[config.mk]
export PLATFORM = sky130hd
export DESIGN_NAME = store_commit_buffer
export DESIGN_NICKNAME = d
export VERILOG_FILES = /design/src/rtl/store_commit_buffer.sv
export SDC_FILE = /design/constraint.sdc
export NUM_CORES = 1
export LEC_CHECK = 0
export ABC_CLOCK_PERIOD_IN_PS = 9700
export CAP_MARGIN = 10
export CORE_MARGIN = 2
export CORE_UTILIZATION = 45
export CTS_CLUSTER_SIZE = 16
export DETAILED_ROUTE_END_ITERATION = 16
export GPL_TIMING_DRIVEN = 0
export SLEW_MARGIN = 20
export SYNTH_ARGS = -nofsm -noshare
export SYNTH_HDL_FRONTEND = slang
export SYNTH_SLANG_ARGS = --single-unit
[constraint.sdc]
create_clock -name clk -period 9.7 [get_ports clk]
set_input_delay 2.91 -clock clk [delete_from_list [all_inputs] [get_ports clk]]
set_output_delay 2.91 -clock clk [all_outputs]
set_load 0.02 [all_outputs]
[src/rtl/store_commit_buffer.sv]
// Store commit buffer: holds resolved stores until in-order ROB commit, then drains them to the d-cache.
// Optional store-to-load forwarding ports are enabled by defining STORE_FWD_EN.
module store_commit_buffer #(
   parameter int unsigned DEPTH      = 8,
   parameter int unsigned TAG_BITS   = 4,
   parameter int unsigned ADDR_WIDTH = 32,
   parameter int unsigned DATA_WIDTH = 32
) (
   input  logic                     clk,
   input  logic                     rst_n,
   input  logic                     flush,
   input  logic                     st_valid,
   input  logic [TAG_BITS-1:0]      st_tag,
   input  logic [ADDR_WIDTH-1:0]    st_addr,
   input  logic [DATA_WIDTH-1:0]    st_data,
   output logic                     full,
   output logic [$clog2(DEPTH):0]   count,
   input  logic                     commit_valid,
   input  logic [TAG_BITS-1:0]      commit_tag,
   output logic                     commit_err,
   output logic                     mem_wr_en,
   output logic [ADDR_WIDTH-1:0]    mem_wr_addr,
   output logic [DATA_WIDTH-1:0]    mem_wr_data,
   input  logic                     mem_stall,
   input  logic [ADDR_WIDTH-1:0]    ld_check_addr,
`ifdef STORE_FWD_EN
   output logic                     ld_fwd_valid,
   output logic [DATA_WIDTH-1:0]    ld_fwd_data,
`endif
   output logic                     ld_match
);

   localparam int unsigned IW = $clog2(DEPTH);
   localparam int unsigned PW = IW + 1;

   typedef enum logic [1:0] {StFree, StPending, StCommitted} ent_state_e;

   ent_state_e            state_q [DEPTH];
   ent_state_e            state_d [DEPTH];
   logic [TAG_BITS-1:0]   tag_q   [DEPTH];
   logic [TAG_BITS-1:0]   tag_d   [DEPTH];
   logic [ADDR_WIDTH-1:0] addr_q  [DEPTH];
   logic [ADDR_WIDTH-1:0] addr_d  [DEPTH];
   logic [DATA_WIDTH-1:0] data_q  [DEPTH];
   logic [DATA_WIDTH-1:0] data_d  [DEPTH];

   logic [PW-1:0] head_q, head_d, cmt_q, cmt_d, tail_q, tail_d;
   logic          err_q, err_d;
   logic [IW-1:0] head_idx, cmt_idx, tail_idx;
   logic          alloc, commit_ok, drain;
   logic [DEPTH-1:0] hit;
   logic          unused_ld_bits;

   assign head_idx = head_q[IW-1:0];
   assign cmt_idx  = cmt_q[IW-1:0];
   assign tail_idx = tail_q[IW-1:0];

   assign full  = (head_idx == tail_idx) && (head_q[IW] != tail_q[IW]);
   assign count = tail_q - head_q;

   assign mem_wr_en   = (state_q[head_idx] == StCommitted);
   assign mem_wr_addr = addr_q[head_idx];
   assign mem_wr_data = data_q[head_idx];
   assign commit_err  = err_q;

   // A store allocated this cycle is still FREE in state_q, so it cannot match a commit yet.
   assign alloc     = st_valid && !full && !flush;
   assign commit_ok = commit_valid && (state_q[cmt_idx] == StPending) &&
                      (tag_q[cmt_idx] == commit_tag);
   assign drain     = mem_wr_en && !mem_stall;

   always_comb begin
      head_d  = head_q + PW'(drain);
      cmt_d   = cmt_q + PW'(commit_ok);
      tail_d  = flush ? cmt_d : tail_q + PW'(alloc);
      err_d   = err_q | (commit_valid && !commit_ok) | (st_valid && full && !flush);
      state_d = state_q;
      tag_d   = tag_q;
      addr_d  = addr_q;
      data_d  = data_q;
      for (int i = 0; i < DEPTH; i++) begin
         if (flush && state_q[i] == StPending) begin
            state_d[i] = StFree;
         end
      end
      // Commit is applied after the flush sweep so the retiring store survives.
      if (commit_ok) begin
         state_d[cmt_idx] = StCommitted;
      end
      if (drain) begin
         state_d[head_idx] = StFree;
      end
      if (alloc) begin
         state_d[tail_idx] = StPending;
         tag_d[tail_idx]   = st_tag;
         addr_d[tail_idx]  = st_addr;
         data_d[tail_idx]  = st_data;
      end
   end

   always_ff @(posedge clk or negedge rst_n) begin
      if (!rst_n) begin
         head_q <= '0;
         cmt_q  <= '0;
         tail_q <= '0;
         err_q  <= 1'b0;
         for (int i = 0; i < DEPTH; i++) begin
            state_q[i] <= StFree;
            tag_q[i]   <= '0;
            addr_q[i]  <= '0;
            data_q[i]  <= '0;
         end
      end else begin
         head_q  <= head_d;
         cmt_q   <= cmt_d;
         tail_q  <= tail_d;
         err_q   <= err_d;
         state_q <= state_d;
         tag_q   <= tag_d;
         addr_q  <= addr_d;
         data_q  <= data_d;
      end
   end

   // Word-granular alias check; byte offset bits are ignored.
   always_comb begin
      hit = '0;
      for (int i = 0; i < DEPTH; i++) begin
         hit[i] = (state_q[i] != StFree) &&
                  (addr_q[i][ADDR_WIDTH-1:2] == ld_check_addr[ADDR_WIDTH-1:2]);
      end
   end

   assign ld_match       = |hit;
   assign unused_ld_bits = ^ld_check_addr[1:0];

`ifdef STORE_FWD_EN
   logic [IW-1:0] fwd_idx;

   // Live entries are contiguous from head, so scanning oldest-first leaves the youngest hit.
   always_comb begin
      ld_fwd_data = '0;
      fwd_idx     = '0;
      for (int k = 0; k < DEPTH; k++) begin
         fwd_idx = head_idx + IW'(k);
         if (hit[fwd_idx]) begin
            ld_fwd_data = data_q[fwd_idx];
         end
      end
   end

   assign ld_fwd_valid = ld_match;
`endif

endmodule

==> impl_metrics.csv, run 1 <==
group,metric,value,unit
status,status,"finished clean",
cts,numCtsBuffers,66,
global_routing,grt.overflow.total,0,
worst_setup_path,worstPathRequired,6.79,ns
global_routing,grt_max_degree,105,
final_layout,finalCoreUtilization,53.85,%
worst_setup_path,crit_top_cell,"nand4_1",
cts,cts_resized,0,
placed_design,place_hpwl,79030,um
synth,synth_nets,2516,
final_layout,area_growth,18.06,%
drt,wl_per_cell,32.85,um
sta,worstMarginPinSlew,1.255,ns
sta,setup_slack,0.7774,ns
flow_run,drv_cap,0,
floorplanning,start_util,45.61,%
floorplanning,die_w,251.6,um
sta,maxSlewHeadroom,16.35,%
synth,synth-seq-area-share,51.99,%
drt,vias,21690,
drt,drtPass1Iterations,5,
global_routing,grt_pass1_vias,21640,
sta,finalClockSkew,0.01862,ns
worst_setup_path,worstPathCellList,"clkbuf_1, xnor2_1, nand4_1, nor4_1, nand4_1, and4_1, nand4_1, clkdlybuf4s50_1",
cts,worstSkewPairLatency,0.62,ns
cts,cts.path.max_buffers,3,
synth,synth_ff_type,"dfrtp_1",
floorplanning,io-pin-count,182,
cts,cts-root-buf,"clkbuf_16",
synth,async_flop_share,100.0,%
worst_setup_path,worstPathArrival,6.01,ns
final_layout,drive_gt1_share,22.20,%
placed_design,io_buffers,149,
drt,drtIter0Drc,2378,
drt,wl,113500,um
cts,cts.sinks,573,
drt,viasPerCell,6.275,
sta,min_period_over_period,91.99,%
worst_setup_path,crit_buf_inv,2,
global_routing,grtUsageTotal,35.91,%
synth,postSynthAreaPerCell,11.51,um2
placed_design,placed_cells,3335,
sta,slew_viol_final,0,
sta,rsz0062_at_grt,"false",
synth,syn-instance-count,2396,
floorplanning,placementRows,90,
worst_setup_path,max_stage_delay,0.68,ns
global_routing,grt_pass1_wl,160300,um
cts,post-cts-setup-buffers,0,
synth,ys_warn_count,0,
sta,finalSetupViolations,0,
worst_setup_path,crit_path_max_fanout,8,
sta,setup_tns,0,ns
worst_setup_path,path_delay_family,"simple AND/OR/NAND/NOR gates",
sta,finalHoldViolCount,0,
cts,clk_pin_slew_worst_paths,0.06,ns
sta,fmax,112.1,MHz
worst_setup_path,setup.worst_path.end_class,"output port",
global_routing,antenna_found_initial,9,
floorplanning,die_y,251.6,um
floorplanning,dieArea,63280,um2
placed_design,place_congestion,1.064,
sta,finalCriticalPeriod,8.923,ns
synth,synth_edf_count,0,
final_layout,fin_nets,2741,
drt,detail-route-antenna-nets,0,
power,p_per_area,286.2,nW/um2
floorplanning,core,60470,um2
cts,cts_tree,"yes",
drt,drcViolationCount,0,
final_layout,finalNonFillerCells,3456,
worst_setup_path,start_kind,"input pin",
worst_setup_path,worstSetupPathType,"in2out",
min_path,hold_path_class,"reg2reg",
cts,htreeDepth,3,
power,vdd_drop_max,0.1728,mV
cts,hold_buffers,0,
synth,synth-seq-cells,573,
synth,synth_cell_types,56,
power,leakage,15.01,nW
placed_design,dp_slack,0.8589,ns
worst_setup_path,crit_path_top_delay_cell,"nor4_1",
synth,synth_area,27580,um2
[worst reg2reg max path: cells and delay by family, from the launching register on]
kind                       cells  cell delay [ns]
and+or+nand+nor                4             0.86
buffers and inverters          5             2.08
muxes                          1             0.39
DFF                            1             0.51
adders and majority gates      1             0.33
[power by group]
group	internal [mW]	switching, mW	total [mW]
clock network	1.55	1.08	2.63
registers	2.94	0.439	3.38
logic	1.35	1.95	3.31
[layout by cell type, fill, tap and decap left out, drive strengths merged, types with 4 or more instances in the layout]
| master | n |
|---|---|
| clkinv | 11 |
| o211ai | 9 |
| o2111ai | 7 |
| nor2 | 9 |
| mux4 | 6 |
| clkinvlp | 5 |
| o21ai | 19 |
| buf | 43 |
| nor4 | 34 |
| and3 | 5 |
| a22oi | 261 |
| a2bb2oi | 5 |
| bufinv | 6 |
| o31ai | 5 |
| nand3 | 13 |
| nand4 | 105 |
| clkdlybuf4s50 | 148 |
| and3b | 4 |
| xnor2 | 152 |
| xor2 | 100 |
| mux2i | 8 |
| clkbuf | 231 |
| mux2 | 413 |
| inv | 18 |
| dfrtp | 573 |
| nand2 | 429 |
| nand2b | 5 |
| ha | 9 |
[final timing paths]
check                      slack (ns)               from          end  depth (start not counted)
setup / recovery                 0.78  ld_check_addr[28]     ld_match                          8
max in group asynchronous        6.00              rst_n   data_q[86]                          4
hold reg to reg                  0.47           cmt_q[3]     cmt_q[3]                          1
hold / removal                   0.47           cmt_q[3]     cmt_q[3]                          1
setup reg to reg                 5.40          head_q[1]  addr_q[120]                         11
min in group asynchronous        2.33              rst_n  addr_q[228]                          2
[cell usage after synthesis (2+ instances only)]
cell	instances	area share, %
a21oi_1	3	0.054
a22oi_1	261	7.1
a2bb2oi_1	5	0.16
a31oi_1	2	0.045
and2_1	3	0.068
and3_1	4	0.091
and3b_1	4	0.13
buf_1	13	0.18
buf_2	19	0.34
buf_6	2	0.082
clkbuf_1	138	1.9
dfrtp_1	573	52
ha_1	9	0.41
inv_1	15	0.20
mux2_2	412	17
mux2i_1	8	0.29
mux4_2	6	0.49
nand2_1	429	5.8
nand2b_1	5	0.11
nand3_1	13	0.24
nand4_1	104	2.4
nor2_1	9	0.12
nor2b_1	3	0.068
nor3_1	2	0.036
nor3b_1	3	0.082
nor4_1	34	0.77
o2111ai_1	7	0.22
o211ai_1	9	0.24
o21ai_0	17	0.31
o21ai_1	2	0.036
o22ai_1	2	0.045
o31a_1	3	0.095
o31ai_1	5	0.14
xnor2_1	152	4.8
xor2_1	99	3.1
[cell type report]
class	instances	area [um2]
timing repair buffer	157	1704
clock buffer	93	1924
multi-input combinational	1636	12500
tap	782	978.4
inverter	15	56.30
fill	5295	27910
clock inverter	25	332.8
antenna	3	7.507
buffer	172	718.2
sequential	573	14340
[metal layers]
| metal | vias up | GRT usage [%] | share of wire [%] |
|---|---|---|---|
| li1 | 9035 | - | - |
| met1 | 11240 | 47.97 | 41 |
| met2 | 1105 | 55.38 | 45 |
| met3 | 294 | 7.170 | 8.2 |
| met4 | 10 | 19.06 | 6.1 |
| met5 | - | 0 | 0.062 |
[state kept, by name, summed over array words and instances (netlist names)]
| name | cells |
|---|---|
| state_q | 16 |
| tag_q | 32 |
| tail_q | 4 |
| commit_err | 1 |
| data_q | 256 |
| cmt_q | 4 |
| head_q | 4 |
| addr_q | 256 |
[logic make-up (layout without fill, tap and decap cells)]
logic type | Yosys count | after routing | share of synthesized area [%]
AND/OR/NAND/NOR | 621 | 621 | 10.27
flip-flops | 573 | 573 | 51.99
multiplexers | 427 | 427 | 17.66
AO/OA/AOI/OAI | 326 | 326 | 8.887
XOR/XNOR | 252 | 252 | 8.030
buffers and inverters | 187 | 462 | 2.686
adder cells (fa/ha/maj) | 10 | 10 | 0.4809
other | 0 | 3 | 0
[metrics by stage]
stage	power, mW	area (um2)	hold slack [ns]
after floorplan	5.073	27580	0.4381
after global placement	6.608	30050	0.4529
after detailed placement	6.657	30300	0.4618
after CTS	9.282	32550	0.4778
after global routing	9.622	32550	0.4937
final	9.318	32560	0.4726
(Power assumes the default switching activity.)
==> inputs of run 2 (changes only) <==
CTS_CLUSTER_DIAMETER = 60   (was default)
CTS_CLUSTER_SIZE = default   (was 16)
PLACE_DENSITY = 0.64   (was default)
==> run 2 against run 1 <==
Largest power group unchanged. Global-route usage decreased by 0.50 points. Critical endpoint unchanged. Highest routed layer unchanged. Worst hold slack improved by 0.0036 ns. Die area unchanged. Combinational power is essentially flat.
==> impl_metrics.csv, run 2 (synthesized netlist as in run 1, its figures left out) <==
group,metric,value,unit
status,status,"finished clean",
floorplanning,die_y,251.6,um
global_routing,grt_pass1_wl,158500,um
drt,wl,112500,um
cts,htreeDepth,3,
drt,wl_per_cell,32.57,um
sta,worstMarginPinSlew,1.292,ns
power,p_per_area,284.1,nW/um2
placed_design,place_congestion,1.054,
drt,drtIter0Drc,2579,
floorplanning,dieArea,63280,um2
cts,cts-root-buf,"clkbuf_16",
final_layout,nFillCells,5308,
flow_run,drv_cap,0,
sta,min_period_over_period,91.73,%
cts,numCtsBuffers,66,
min_path,holdCritStartpoint,"tag_q[28]",
final_layout,mostFrequentLayoutCells,"dfrtp_1, nand2_1, mux2_2, a22oi_1, xnor2_1",
drt,drcViolationCount,0,
min_path,hold_path_class,"reg2reg",
final_layout,multi_input_area,12500,um2
worst_setup_path,regToRegSetupSlack,5.27,ns
placed_design,place_hpwl,78070,um
sta,finalHoldViolCount,0,
sta,finalCriticalPeriod,8.897,ns
final_layout,seq_area,14340,um2
placed_design,io_buffers,149,
final_layout,final_common_cell,"dfrtp_1",
final_layout,area_growth,17.64,%
power,vdd_drop_max,0.2175,mV
cts,worstSkewPairLatency,0.62,ns
cts,cts_tree,"yes",
drt,wl_met2,50900,um
worst_setup_path,start_kind,"input pin",
final_layout,fin_nets,2739,
cts,clk_pin_slew_worst_paths,0.06,ns
worst_setup_path,worstSetupPathType,"in2out",
cts,cts.sinks,573,
sta,setup_tns,0,ns
worst_setup_path,worstPathArrival,5.99,ns
final_layout,top_regs,"addr_q x256, data_q x256, tag_q x32",
floorplanning,io-pin-count,182,
cts,post-cts-setup-buffers,0,
final_layout,drive_gt1_share,21.81,%
floorplanning,core,60470,um2
cts,hold_buffers,0,
drt,met1_length,44620,um
drt,vias,21750,
worst_setup_path,critPathLaunch,"ld_check_addr[28]",
final_layout,finalNonFillerCells,3455,
drt,viasPerCell,6.296,
floorplanning,start_util,45.61,%
power,leakage,14.96,nW
global_routing,grt_pass1_vias,21770,
sta,maxSlewHeadroom,13.89,%
cts,cts_resized,0,
worst_setup_path,setup.worst_path.end_class,"output port",
sta,fmax,112.4,MHz
global_routing,grt.overflow.total,0,
global_routing,antenna_found_initial,9,
power,fin_total_pwr,9.219,mW
drt,top_layer,"met5",
drt,detail-route-antenna-nets,0,
floorplanning,die_w,251.6,um
worst_setup_path,crit_path_max_fanout,8,
worst_setup_path,worstPathRequired,6.79,ns
sta,slew_viol_final,0,
sta,finalSetupViolations,0,
floorplanning,placementRows,90,
sta,rsz0062_at_grt,"false",
global_routing,grtUsageTotal,35.41,%
worst_setup_path,worstReg2RegStart,"head_q[2]",
placed_design,placed_cells,3333,
sta,finalClockSkew,0.01962,ns
drt,met3WireLength,9350,um
global_routing,grt_max_degree,97,
drt,drtPass1Iterations,6,
cts,cts.path.max_buffers,3,
==> run 2: final timing paths <==
path | end | cells after the start
max in group asynchronous | data_q[139] | 4
min | tag_q[28] | 2
min reg2reg | tag_q[28] | 2
max reg2reg | addr_q[118] | 11
min in group asynchronous | addr_q[236] | 1
max | ld_match | 8
==> run 2: metrics by stage <==
stage               hold WS, ns  setup WS [ns]  util (%)  area [um2]
floorplan                0.4381          2.517         -       27580
global placement         0.4525         -19.42     49.69       30050
detailed placement       0.4623         0.9336     50.02       30250
CTS                      0.4778         0.9078     53.63       32430
global route             0.4944         0.8165     53.63       32430
finish                   0.4761         0.8026     53.65       32440
==> run 2: layer usage <==
layer / track usage (%) / up-vias
li1: - / 8991
met1: 46.48 / 11320
met2: 54.50 / 1121
met3: 7.232 / 312
met4: 20.85 / 10
met5: 0 / -
==> run 2: where the power goes <==
part	switching [mW]	total [mW]	internal, mW
Combinational	1.95	3.30	1.35
Sequential	0.440	3.38	2.94
Clock	1.05	2.53	1.48
==> run 2: area by class of cell <==
cell class,instances,share of cell area [%]
flip-flops and latches,573,44.19
multi-input cells,1636,38.53
clock buffers,97,6.012
repair buffers,155,5.121
well taps,782,3.016
plain buffers,172,2.198
clock inverters,20,0.7173
inverters,15,0.1735
diodes,5,0.03856
==> run 2: critical path, cell delays in order <==
cell and delay (ns):
clkbuf_1 0.26, xnor2_1 0.65, nand4_1 0.27, nor4_1 0.61, nand4_1 0.19, and4_1 0.26
nand4_1 0.18, clkdlybuf4s50_1 0.65
